==> src/rtl/servo_hle_seq_if.sv <==
// Parallel byte-wide SPI link between the host sequencer and the servo
// emulation. The host strobes write for one cycle with mosi valid; the
// servo answers combinationally on miso in that same cycle.
interface parallel_spi;
  logic       write;
  logic [7:0] mosi;
  logic [7:0] miso;

  modport master (output write, output mosi, input miso);
  modport slave  (input write, input mosi, output miso);
endinterface

==> src/rtl/servo_hle_seq.sv <==
// High-level emulation of the servo command sequence. A 0xB0 command opens
// a frame: three acknowledge bytes, a long quiet gap, five status bytes
// carrying the disc type, then a drain delay back to idle. A mode-fault
// counter paces the host between bytes, and a watchdog aborts a frame when
// the host stalls in a phase that is waiting for bytes.
module servo_hle_seq #(
  parameter int CNT_W    = 15,
  parameter int MF_SHORT = 80,
  parameter int MF_LONG  = 767,
  parameter int TO_W     = 16
) (
  input  logic       clk,
  input  logic       reset,
  parallel_spi.slave spi,
  input  logic [1:0] disc_type,
  output logic       quirk_force_mode_fault,
  output logic       busy,
  output logic       frame_done,
  output logic       timeout_err
);

  typedef enum logic [2:0] {
    IDLE   = 3'd0,
    ACK    = 3'd1,
    GAP    = 3'd2,
    STATUS = 3'd3,
    DRAIN  = 3'd4
  } state_e;

  localparam logic [CNT_W-1:0] SHORT_LD = CNT_W'(MF_SHORT);
  localparam logic [CNT_W-1:0] LONG_LD  = CNT_W'(MF_LONG);

  state_e           state_q, state_d;
  logic [2:0]       idx_q, idx_d;
  logic [CNT_W-1:0] cnt_q, cnt_d;
  logic [TO_W-1:0]  to_q, to_d;
  logic             quirk_q, busy_q, frame_done_q, timeout_q;

  logic             load_short, load_long, to_hit;
  logic [7:0]       disc_byte;

  // Disc-type code reported in the fourth status byte; the reserved code
  // reads back as CD-i.
  always_comb begin
    case (disc_type)
      2'd0:    disc_byte = 8'h00;
      2'd1:    disc_byte = 8'h01;
      default: disc_byte = 8'h02;
    endcase
  end

  // Next-state, reply byte and counter load requests.
  always_comb begin
    // NOTE: every signal driven here gets a default first, so no path can
    // leave one unassigned and infer a latch.
    state_d    = state_q;
    idx_d      = idx_q;
    spi.miso   = 8'hFF;
    load_short = 1'b0;
    load_long  = 1'b0;
    // The watchdog only runs while the host owes us bytes.
    to_hit     = ((state_q == ACK) || (state_q == STATUS)) && (to_q == '1);

    if (to_hit) begin
      state_d = IDLE;
      idx_d   = 3'd0;
    end else begin
      case (state_q)
        IDLE: begin
          if (spi.write) begin
            if (spi.mosi == 8'hDD) begin
              spi.miso = 8'hEE;
            end else if (spi.mosi == 8'hB0) begin
              spi.miso   = 8'h55;
              load_short = 1'b1;
              idx_d      = 3'd0;
              state_d    = ACK;
            end
          end
        end
        ACK: begin
          if (spi.write) begin
            spi.miso   = (idx_q == 3'd0) ? 8'h61 : 8'h01;
            load_short = 1'b1;
            idx_d      = idx_q + 3'd1;
            if (idx_q >= 3'd2) state_d = GAP;
          end
        end
        GAP: begin
          // Host writes here are answered with 0xFF and otherwise ignored.
          if (cnt_q == '0) begin
            load_long = 1'b1;
            idx_d     = 3'd0;
            state_d   = STATUS;
          end
        end
        STATUS: begin
          if (spi.write) begin
            case (idx_q)
              3'd0:    spi.miso = 8'h03;
              3'd1:    spi.miso = 8'hB0;
              3'd2:    spi.miso = 8'h00;
              3'd3:    spi.miso = disc_byte;
              default: spi.miso = 8'h25;
            endcase
            load_short = 1'b1;
            idx_d      = idx_q + 3'd1;
            if (idx_q >= 3'd4) state_d = DRAIN;
          end
        end
        DRAIN: begin
          if (cnt_q == '0) state_d = IDLE;
        end
        default: begin
          state_d = IDLE;
          idx_d   = 3'd0;
        end
      endcase
    end
  end

  // Mode-fault counter: an abort clears it, a load beats the decrement,
  // and it rests at zero.
  always_comb begin
    if (to_hit)              cnt_d = '0;
    else if (load_long)      cnt_d = LONG_LD;
    else if (load_short)     cnt_d = SHORT_LD;
    else if (cnt_q != '0)    cnt_d = cnt_q - CNT_W'(1);
    else                     cnt_d = cnt_q;
  end

  // Watchdog: restarts on any host byte or phase change, counts only in
  // the phases that wait for the host.
  always_comb begin
    if (to_hit || spi.write || (state_d != state_q))
      to_d = '0;
    else if ((state_q == ACK) || (state_q == STATUS))
      to_d = to_q + TO_W'(1);
    else
      to_d = to_q;
  end

  // State, counters and registered status pulses.
  always_ff @(posedge clk) begin
    // NOTE: sequential state uses non-blocking assignments so every register
    // samples the pre-edge values, independent of statement order.
    if (reset) begin
      state_q      <= IDLE;
      idx_q        <= 3'd0;
      cnt_q        <= '0;
      to_q         <= '0;
      quirk_q      <= 1'b0;
      busy_q       <= 1'b0;
      frame_done_q <= 1'b0;
      timeout_q    <= 1'b0;
    end else begin
      state_q      <= state_d;
      idx_q        <= idx_d;
      cnt_q        <= cnt_d;
      to_q         <= to_d;
      // An abort swallows a fault that would otherwise fire on this edge.
      quirk_q      <= (cnt_q == CNT_W'(1)) && !to_hit;
      busy_q       <= (state_q != IDLE);
      frame_done_q <= (state_q == DRAIN) && (cnt_q == '0) && !to_hit;
      timeout_q    <= to_hit;
    end
  end

  assign quirk_force_mode_fault = quirk_q;
  assign busy                   = busy_q;
  assign frame_done             = frame_done_q;
  assign timeout_err            = timeout_q;

endmodule

==> src/flat_wrapper.sv <==
// flat-port wrapper written by rule: the top's interface ports become plain ports
module servo_hle_seq_flat 
#(
  parameter int CNT_W    = 15,
  parameter int MF_SHORT = 80,
  parameter int MF_LONG  = 767,
  parameter int TO_W     = 16
)
  (clk, reset, disc_type, quirk_force_mode_fault, busy, frame_done, timeout_err, spi_write, spi_mosi, spi_miso);
  parallel_spi spi_i ();
  input  logic clk;
  input  logic reset;
  input  logic [1:0] disc_type;
  output logic quirk_force_mode_fault;
  output logic busy;
  output logic frame_done;
  output logic timeout_err;
  input wire logic [$bits(spi_i.write)-1:0] spi_write;
  input wire logic [$bits(spi_i.mosi)-1:0] spi_mosi;
  output wire logic [$bits(spi_i.miso)-1:0] spi_miso;
  assign spi_i.write = spi_write;
  assign spi_i.mosi = spi_mosi;
  assign spi_miso = spi_i.miso;
  servo_hle_seq #(.CNT_W(CNT_W), .MF_SHORT(MF_SHORT), .MF_LONG(MF_LONG), .TO_W(TO_W)) u_core (.clk(clk), .reset(reset), .spi(spi_i), .disc_type(disc_type), .quirk_force_mode_fault(quirk_force_mode_fault), .busy(busy), .frame_done(frame_done), .timeout_err(timeout_err));
endmodule
==> config.mk <==
export PLATFORM = sky130hd
export DESIGN_NAME = servo_hle_seq_flat
export DESIGN_NICKNAME = d
export VERILOG_FILES = /design/src/rtl/servo_hle_seq_if.sv /design/src/rtl/servo_hle_seq.sv /design/src/flat_wrapper.sv
export SDC_FILE = /design/constraint.sdc
export NUM_CORES = 1
export LEC_CHECK = 0
export BUFFER_PORTS_ARGS = -buffer_cell sky130_fd_sc_hd__clkbuf_2
export CORE_ASPECT_RATIO = 0.5
export CORE_MARGIN = 2
export CORE_UTILIZATION = 40
export DETAILED_ROUTE_END_ITERATION = 8
export GPL_ROUTABILITY_DRIVEN = 0
export SETUP_SLACK_MARGIN = 0.02
export SLEW_MARGIN = 0
export SYNTH_ARGS = -nofsm -noshare
export SYNTH_HDL_FRONTEND = slang
export SYNTH_SLANG_ARGS = --single-unit
==> constraint.sdc <==
create_clock -name clk -period 2.77 [get_ports clk]
set_input_delay 0 -clock clk [delete_from_list [all_inputs] [get_ports clk]]
set_output_delay 0 -clock clk [all_outputs]
set_load 0.01 [all_outputs]
Word level (Yosys, flattened, before mapping)
Cells that the tools add are included.
Widths: inputs -> output; s select.

storage, ports and cells
  word-level logic and storage cells = 92
  input port bits = 13
  bits in registers = 41
  output and inout port bits = 12

cells by class
  equality and inequality tests = 18
  bitwise operators = 1
  add/sub/neg operators = 3
  order comparisons = 2
  mux-type cells = 39
  reductions and logical operators = 20

operator list
  operator               number
  $mux 8                 6
  $mux 3                 15
  $pmux 8 s4             1
  $mux 10                3
  $pmux 8 s3             1
  $add 16x1->16 const B  1
  $eq 16x16->1 const B   1
  $eq 8x8->1 const B     2
  $eq 15x1->1 const B    1
  $logic_not 15->1       1
  $pmux 3 s5             1
  $reduce_bool 15->1     1
  $sub 15x1->15 const B  1
  $eq 3x2->1 const B     4
  $pmux 3 s4             1
  $mux 1                 8
  $mux 7                 1
  $eq 3x1->1 const B     2
  $logic_not 3->1        2
  $ne 2x1->1 const B     3
  $reduce_and 6->1       1
  $reduce_bool 3->1      2
  $reduce_or 2->1        3
  $logic_and 1x1->1      4
  other kinds (14)       17

Depth between registers and ports, before layout
Gate-level depths: netlist of the first run.

  word-level depth = 9
  mapped depth = 9

Worst setup path before layout of the first run
OpenSTA, ideal clock, no wires.

  path type = register -> register
  from = reg u_core.cnt_q[0]
  to = reg u_core.to_q[5]
  stages on the path, launching flop included = 10
  arrival time = 1.899 ns
  buffers on the path = 2
  clock period less this slack = 1.963 ns
  setup slack = 0.807 ns
  cells stage by stage = dfxtp_1 -> inv_1 -> ha_1 -> nor4b_1 -> nand4_2 -> a21oi_1 -> or4b_1 -> buf_4 -> buf_6 -> nor2_1

between the ends
  cells in the longest elaborated chain, start to end = 7
  elaborated cells between the ends (all ways) = 8
  classes of those cells = eq/ne: 1; mux: 4; reduce/logical: 3

ends and longest elaborated chain
  item                                line                                       source
  start: declaration                  servo_hle_seq.sv:35                        logic [CNT_W-1:0] cnt_q, cnt_d;
  start signal: assignment            servo_hle_seq.sv:159                       cnt_q <= cnt_d;
  $logic_not 15->1 *                  servo_hle_seq.sv:91, servo_hle_seq.sv:112
  $mux 3 (on tied branches)           servo_hle_seq.sv:112, servo_hle_seq.sv:91
  $pmux 3 s5 *                        servo_hle_seq.sv:68                        case (state_q)
  $mux 3 *                            servo_hle_seq.sv:64                        if (to_hit) begin
  $ne 3x3->1 *                        servo_hle_seq.sv:135                       if (to_hit || spi.write || (state_d != state_q))
  $logic_or 1x1->1 *                  servo_hle_seq.sv:135
  $reduce_or 2->1 (no source line) *  n/a
  end signal: assignment              servo_hle_seq.sv:160                       to_q <= to_d;
  end: declaration                    servo_hle_seq.sv:36                        logic [TO_W-1:0] to_q, to_d;

Mark *: on every way between the ends. The rest lies on a longest branch, timed or not.
A chain may end at the register's enable or synchronous reset.

Final worst setup path of the first run
  from = reg u_core.state_q[1]
  to = out spi_miso[1]

between the ends
  cells in the longest elaborated chain, start to end = 4
  elaborated cells between the ends (all ways) = 7
  classes of those cells = eq/ne: 2; mux: 2; reduce/logical: 3

ends and longest elaborated chain
  item                                                                line                  source
  start: declaration                                                  servo_hle_seq.sv:33   state_e state_q, state_d;
  start signal: assignment                                            servo_hle_seq.sv:157  state_q <= state_d;
  parallel branches: the longest is 3 deep, another holds $pmux 8 s3  n/a
  $mux 8 *                                                            servo_hle_seq.sv:64
  end: declaration                                                    flat_wrapper.sv:20    output wire logic [$bits(spi_i.miso)-1:0] spi_miso;

Mark *: on every way between the ends.

==> out/metrics.cfg, run 1 <==
[route]
routedWlPerCell_um=13.2
drtIter0Drc=101
wl_met1_um=2350
antenna_left=0
drc=0
wl_met2_um=2280
wl_met3_um=186
drtPass1Iterations=4
wl_um=4860
num_vias=1936
route.detailed.vias_per_inst=5.26
top_layer_used=met4

[sta]
period_share=0.832
fin_crit_ns=2.31
clock.fmax_mhz=434
drv_slew=0
slew_headroom=0.460
setup_viol=0
fin_worst_skew_ns=0.00774
setup-tns-final_ns=0
worst_pin_slew_ns=0.810
rsz0062_at_grt=false
hold_viol_final=0

[power]
leakage_nw=0.968
ir_drop_mv=0.400
cellPowerDensity_nw_per_um2=709
seq_power_share=0.424
internal-power_w=0.00112
comb_power_share=0.364
power_switching_w=0.000648
swShare=0.366
clockPowerShare=0.213

[global_routing]
grt_overflow=0
grt_pass1_vias=1745
antenna_found_initial=0
grt_pass1_wl_um=7960
grt_util_all_layers=0.167
grt_max_degree=20

[synthesis]
synth_cells=267
synth_nets=288
syn_area_um2=2220
syn_area_per_cell_um2=8.30
post_synth_num_cell_types=51
ys_warn_count=0
ys_ff_latch=41
ys_seq_area_frac=0.370

[place]
placedCellCount=359
place_area_um2=2410
portBuffers=24
place.detailed.hpwl_um=3630

[outcome]
status=finished clean

[worst_setup_path]
crit_type=flip-flop to output pin
endpoint_kind=output pin
worst_ep_arrival_time_ns=2.31
crit_required_ns=2.77
start_kind=flip-flop
worst-path-max-fanout=12

[run]
max-cap-violations=0

[die]
dieArea_um2=6190
initial_core_util=0.409
die-height_um=56.6
core_area_um2=5420
row_count=19
die_w_um=109
boundaryPins=25

[layout]
drive_gt1_frac=0.159
instances_no_fill=368
fin_nets=315
diodes=0
area_growth_syn_to_layout_pct=12.9
design_area_um2=2500

[hold_path]
hold_class=input port to flip-flop

[cts]
h-tree-depth=2
cts_buffers=5
clockRootBuffer=clkbuf_8
path_clk_slew_ns=0.07
post-cts-setup-buffers=0
clkLatencyLatePin_ns=0.30
clk_path_buf_depth=2
tritoncts=done
cts.sinks=41

[metrics by stage]
stage                     total power, W   util  setup slack (ns)  hold WS (ns)
final                            0.00177  0.462             0.464         0.219
after detailed placement         0.00140  0.444             0.297         0.218
after CTS                        0.00178  0.461             0.260         0.217
after global routing             0.00192  0.462             0.275         0.242
after global placement           0.00138  0.444             0.538         0.216
after floorplan                  0.00125      -             0.807        0.0691
[power by group through the flow]
stage	Sequential (W)	Combinational (W)	Clock [W]
final	0.000751	0.000645	0.000377
after CTS	0.000747	0.000642	0.000392
after floorplan	0.000742	0.000506	0
after global routing	0.000757	0.000748	0.000417
after detailed placement	0.000762	0.000637	0
after global placement	0.000757	0.000627	0
[timing repair]
| action | in CTS | in global routing |
|---|---|---|
| endpoints found under the hold margin | 2 | 0 |
| endpoints found under the setup margin | 0 | 7 |
| hold buffers | 1 | 0 |
| gates resized for setup | 0 | 1 |
[path summary, 6_finish.rpt]
| path | start | endpoint | slack (ns) | cells past startpoint |
|---|---|---|---|---|
| hold / removal | spi_mosi[0] | u_core.state_q[0] | 0.22 | 4 |
| setup reg to reg | u_core.cnt_q[0] | u_core.to_q[1] | 0.52 | 7 |
| setup / recovery | u_core.state_q[1] | spi_miso[1] | 0.46 | 6 |
| hold reg to reg | u_core.to_q[1] | u_core.to_q[1] | 0.50 | 2 |
[placed cells by master, fill, tap and decap left out, types with 3 or more instances in the layout]
master	netlist	layout
a31oi_1	3	3
clkbuf_2	0	24
and3_1	3	3
nand4_1	4	4
xor2_1	14	14
o21ai_0	4	4
clkbuf_8	0	5
nand4b_1	3	3
clkbuf_1	3	3
xnor2_1	7	7
a21oi_1	18	18
nor4_1	6	6
nor3_1	9	9
inv_1	8	8
buf_4	1	3
nand2b_1	4	4
o31ai_1	3	3
nand3b_1	3	3
ha_1	8	8
dfxtp_1	41	41
nand2_1	21	21
or3_1	3	3
nand3_1	19	19
nor2_1	44	44
[worst max-delay path: stages, from the launching register on]
cell and delay, ns:
dfxtp_1 0.42, or2_2 0.35, nor3_1 0.26, a21oi_1 0.31, nand2b_1 0.26, or2_2 0.30, clkbuf_2 0.13
[synthesized netlist by cell type, drive strengths merged]
cell    instances  area (um2)
o311ai          1        8.76
nor4            7        50.1
or2             2        12.5
or4             3        26.3
nor3           10        61.3
and3            3        18.8
o21a            1        7.51
nand4           5        37.5
a31o            2        17.5
o41ai           2        36.3
nor4b           1        8.76
and3b           1        8.76
or4b            2        23.8
mux2i           2        20.0
o31ai           3        22.5
nor2           44         165
ha              8         100
o21ai           4        20.0
o221ai          2        23.8
and2            2        12.5
a21o            1        8.76
nor2b           2        12.5
a31oi           3        18.8
nand3          19        95.1
nand3b          3        22.5
and4b           1        10.0
nand2b          4        25.0
xnor2           7        61.3
inv             8        30.0
nand4b          3        26.3
a21oi          19        98.9
buf             5        33.8
o22ai           1        6.26
clkbuf          3        11.3
or3             3        18.8
dfxtp          41         821
or3b            1        8.76
nand2          21        78.8
o211ai          1        7.51
and4            2        17.5
xor2           14         123
[cell type report]
type,count,area (um2)
timing repair buffer,28,153
multi-input combinational,210,1330
tap,73,91.3
sequential,41,821
clock buffer,8,80.1
fill,552,2920
inverter,8,30.0
[registers in the layout, summed over array words and instances (netlist names)]
register,count
u_core.frame_done,1
u_core.state_q,3
u_core.idx_q,3
u_core.timeout_err,1
u_core.cnt_q,15
u_core.to_q,16
u_core.quirk_force_mode_fault,1
u_core.busy,1
[cells by family (layout without fill, tap and decap cells)]
logic type | Yosys count | count (layout) | share of synthesized area
and+or+nand+nor | 139 | 139 | 0.334
DFF | 41 | 41 | 0.370
AOI/OAI and AO/OA | 40 | 40 | 0.125
xor gates and xnor gates | 21 | 21 | 0.0830
buffers and inverters | 16 | 44 | 0.0339
adders and majority gates | 8 | 8 | 0.0451
muxes | 2 | 2 | 0.00903
[per-layer routing]
metal	track usage	vias up
li1	-	1006
met1	0.212	899
met2	0.275	25
met3	0.0557	6
met4	0.0380	0
met5	0	-
(Power assumes the default switching activity.)
==> inputs of run 2 (changes only) <==
==> constraint.sdc (replaced) <==
create_clock -name clk -period 2.3 [get_ports clk]
set_input_delay 0 -clock clk [delete_from_list [all_inputs] [get_ports clk]]
set_output_delay 0 -clock clk [all_outputs]
set_load 0.01 [all_outputs]
==> run 2 against run 1 <==
  * Via count up 3.8%
  * Die area is the same
  * Sequential cell count stayed put
  * Non-clock buffer count up 11
  * Power rose by 34%
  * Design area rose by 5.0%
  * Worst setup slack worse by 0.26 ns
  * Cell count is 3.0% higher
  * Critical path depth rose by 3
  * Global-route usage increased by 1.4 points
  * Critical path type is now flip-flop to flip-flop
  * Critical endpoint is now u_core.to_q[5]
==> out/metrics.cfg, run 2 (synthesis gave the netlist of run 1 again) <==
[place]
portBuffers=24  ; unchanged
place.detailed.hpwl_um=3750  ; +3.3%
placedCellCount=370  ; +3.1%
place_area_um2=2490  ; +3.4%
dp_slack_ns=0.259  ; -0.0378 ns

[hold_path]
hold_class=input port to flip-flop
min-delay-start=spi_mosi[0]
min_to=u_core.state_q[0]
whs_path_depth=4  ; unchanged

[cts]
clkLatencyLatePin_ns=0.31  ; about the same
cts.sinks=41  ; unchanged
path_clk_slew_ns=0.09  ; +0.02 ns
clockRootBuffer=clkbuf_8
clk_path_buf_depth=2  ; unchanged
h-tree-depth=2  ; unchanged
cts_buffers=5  ; unchanged
tritoncts=done

[worst_setup_path]
regToRegStartpoint=u_core.cnt_q[0]
ff2ff_setup_slack_ns=0.20  ; -0.32 ns
slowest_delay_ns=0.52  ; +0.10 ns
worst-path-max-fanout=16  ; +4
start_kind=flip-flop
worst_ep_arrival_time_ns=2.33  ; +0.02 ns
rr_worst_depth=9  ; +2
crit_required_ns=2.54  ; -0.23 ns
endpoint_kind=flip-flop
rr_endpoint=u_core.to_q[5]
cp_cell_sequence=inv_1 > ha_1 > nor4b_1 > buf_4 > nand4_2 > a21oi_1 > or4b_1 > buf_4 > nor2_1
slowest_stage=or4b_1
crit_path_frequent_cell=buf_4
crit_type=flip-flop to flip-flop

[sta]
rsz0062_at_grt=false
worst_pin_slew_ns=0.395  ; -0.416 ns
clock.fmax_mhz=477
fin_ws_ns=0.205  ; -0.260 ns
fin_crit_ns=2.10
hold_viol_final=0  ; unchanged
setup_viol=0  ; unchanged
setup-tns-final_ns=0  ; unchanged
drv_slew=0  ; unchanged
holdWs_ns=0.221  ; +0.00233 ns
fin_worst_skew_ns=0.0173  ; +0.00951 ns
slew_headroom=0.734  ; +0.275
period_share=0.911

[layout]
drive_gt1_frac=0.203  ; +0.0433
instances_no_fill=379  ; +3.0%
diodes=0  ; unchanged
area_growth_syn_to_layout_pct=18.5
nFillCells=565  ; +2.4%
multiInputGateArea_um2=1330  ; +0.19%
seqCellArea_um2=821  ; unchanged
largest_register_ffs=16  ; unchanged
reg_top3=u_core.to_q (16), u_core.cnt_q (15)
regMostFlops=u_core.to_q
layout_common_cells=nor2_1, dfxtp_1, clkbuf_2
fin_nets=326  ; +3.5%
design_area_um2=2630  ; +5.0%
final_common_cell=nor2_1

[power]
leakage_nw=1.04  ; +7.8%
cellPowerDensity_nw_per_um2=902  ; +27%
ir_drop_mv=0.594  ; +49%

[route]
route.detailed.vias_per_inst=5.30  ; +0.81%
routedWlPerCell_um=13.7  ; +3.4%
antenna_left=0  ; unchanged
drtPass1Iterations=4  ; unchanged
drtIter0Drc=123  ; +22%
drc=0  ; unchanged
wl_um=5180  ; +6.5%
num_vias=2010  ; +3.8%

[global_routing]
grt_max_degree=17  ; -15%
grt_pass1_vias=1941  ; +11%
grt_util_all_layers=0.181  ; +0.0139
grt_pass1_wl_um=8650  ; +8.6%
grt_overflow=0  ; unchanged
antenna_found_initial=0  ; unchanged

[outcome]
status=finished clean

[run]
max-cap-violations=0  ; unchanged

[die]
initial_core_util=0.409  ; unchanged
die_w_um=109  ; unchanged
row_count=19  ; unchanged
die-height_um=56.6  ; unchanged
core_area_um2=5420  ; unchanged
boundaryPins=25  ; unchanged
dieArea_um2=6190  ; unchanged

==> run 2: cell count changes in the layout (fill, tap and decap cells not counted), sizes merged <==
cell      change
clkbuf        -2
bufinv        +1
clkinvlp      +1
buf          +11
==> run 2: critical path: cells and delay by family, from the launching register on <==
family | cells | cell delay (ns)
compound gates | 1 | 0.07
fa+ha+maj | 1 | 0.22
buf+inv | 3 | 0.46
flops | 1 | 0.41
simple gates | 4 | 0.86
==> run 2: stage by stage <==
step	util	power, W
detailed placement	0.459	0.00174
global placement	0.459	0.00172
global route	0.485	0.00253
finish	0.485	0.00237
CTS	0.483	0.00238
floorplan	-	0.00150
==> run 2: worst max-delay path by stage <==
| stage | from | endpoint | slack, ns | depth (start not counted) |
|---|---|---|---|---|
| 2_1_floorplan | u_core.cnt_q[0] | u_core.to_q[5] | 0.34 | 9 |
| 3_3_place_gp | u_core.cnt_q[0] | u_core.to_q[1] | 0.30 | 9 |
| 3_5_place_dp | u_core.cnt_q[0] | u_core.to_q[5] | 0.26 | 9 |
| 4_1_cts | u_core.state_q[0] | spi_miso[1] | 0.08 | 6 |
| 5_1_grt | u_core.cnt_q[0] | u_core.cnt_q[11] | 0.07 | 8 |
| 6_report | u_core.cnt_q[0] | u_core.to_q[5] | 0.20 | 9 |
==> run 2: repair_timing <==
| item | CTS | global route |
|---|---|---|
| hold endpoints to repair | 2 | 0 |
| buffers inserted | 0 | 0 |
| hold buffers | 1 | 0 |
| setup endpoints to repair | 0 | 1 |
| gates resized for setup | 0 | 2 |
==> run 2: report_power, final <==
part	switching, W	total, W	internal [W]
clock network	0.000267	0.000620	0.000353
logic	0.000466	0.000845	0.000380
registers	0.000106	0.000904	0.000798
total	0.000838	0.00237	0.00153
==> run 2: area by class of cell <==
cell class	count	area share
Multi-Input combinational cell	210	0.506
Sequential cell	41	0.312
Timing Repair Buffer	39	0.0895
Tap cell	73	0.0348
Clock buffer	6	0.0314
Clock inverter	2	0.0143
Inverter	8	0.0114
==> run 2: routing by layer <==
| metal | track usage | part of all wire | vias up |
|---|---|---|---|
| li1 | - | - | 1023 |
| met1 | 0.221 | 0.48 | 956 |
| met2 | 0.296 | 0.47 | 25 |
| met3 | 0.0511 | 0.031 | 6 |
| met4 | 0.0814 | 0.014 | 0 |
| met5 | 0 | 0 | - |
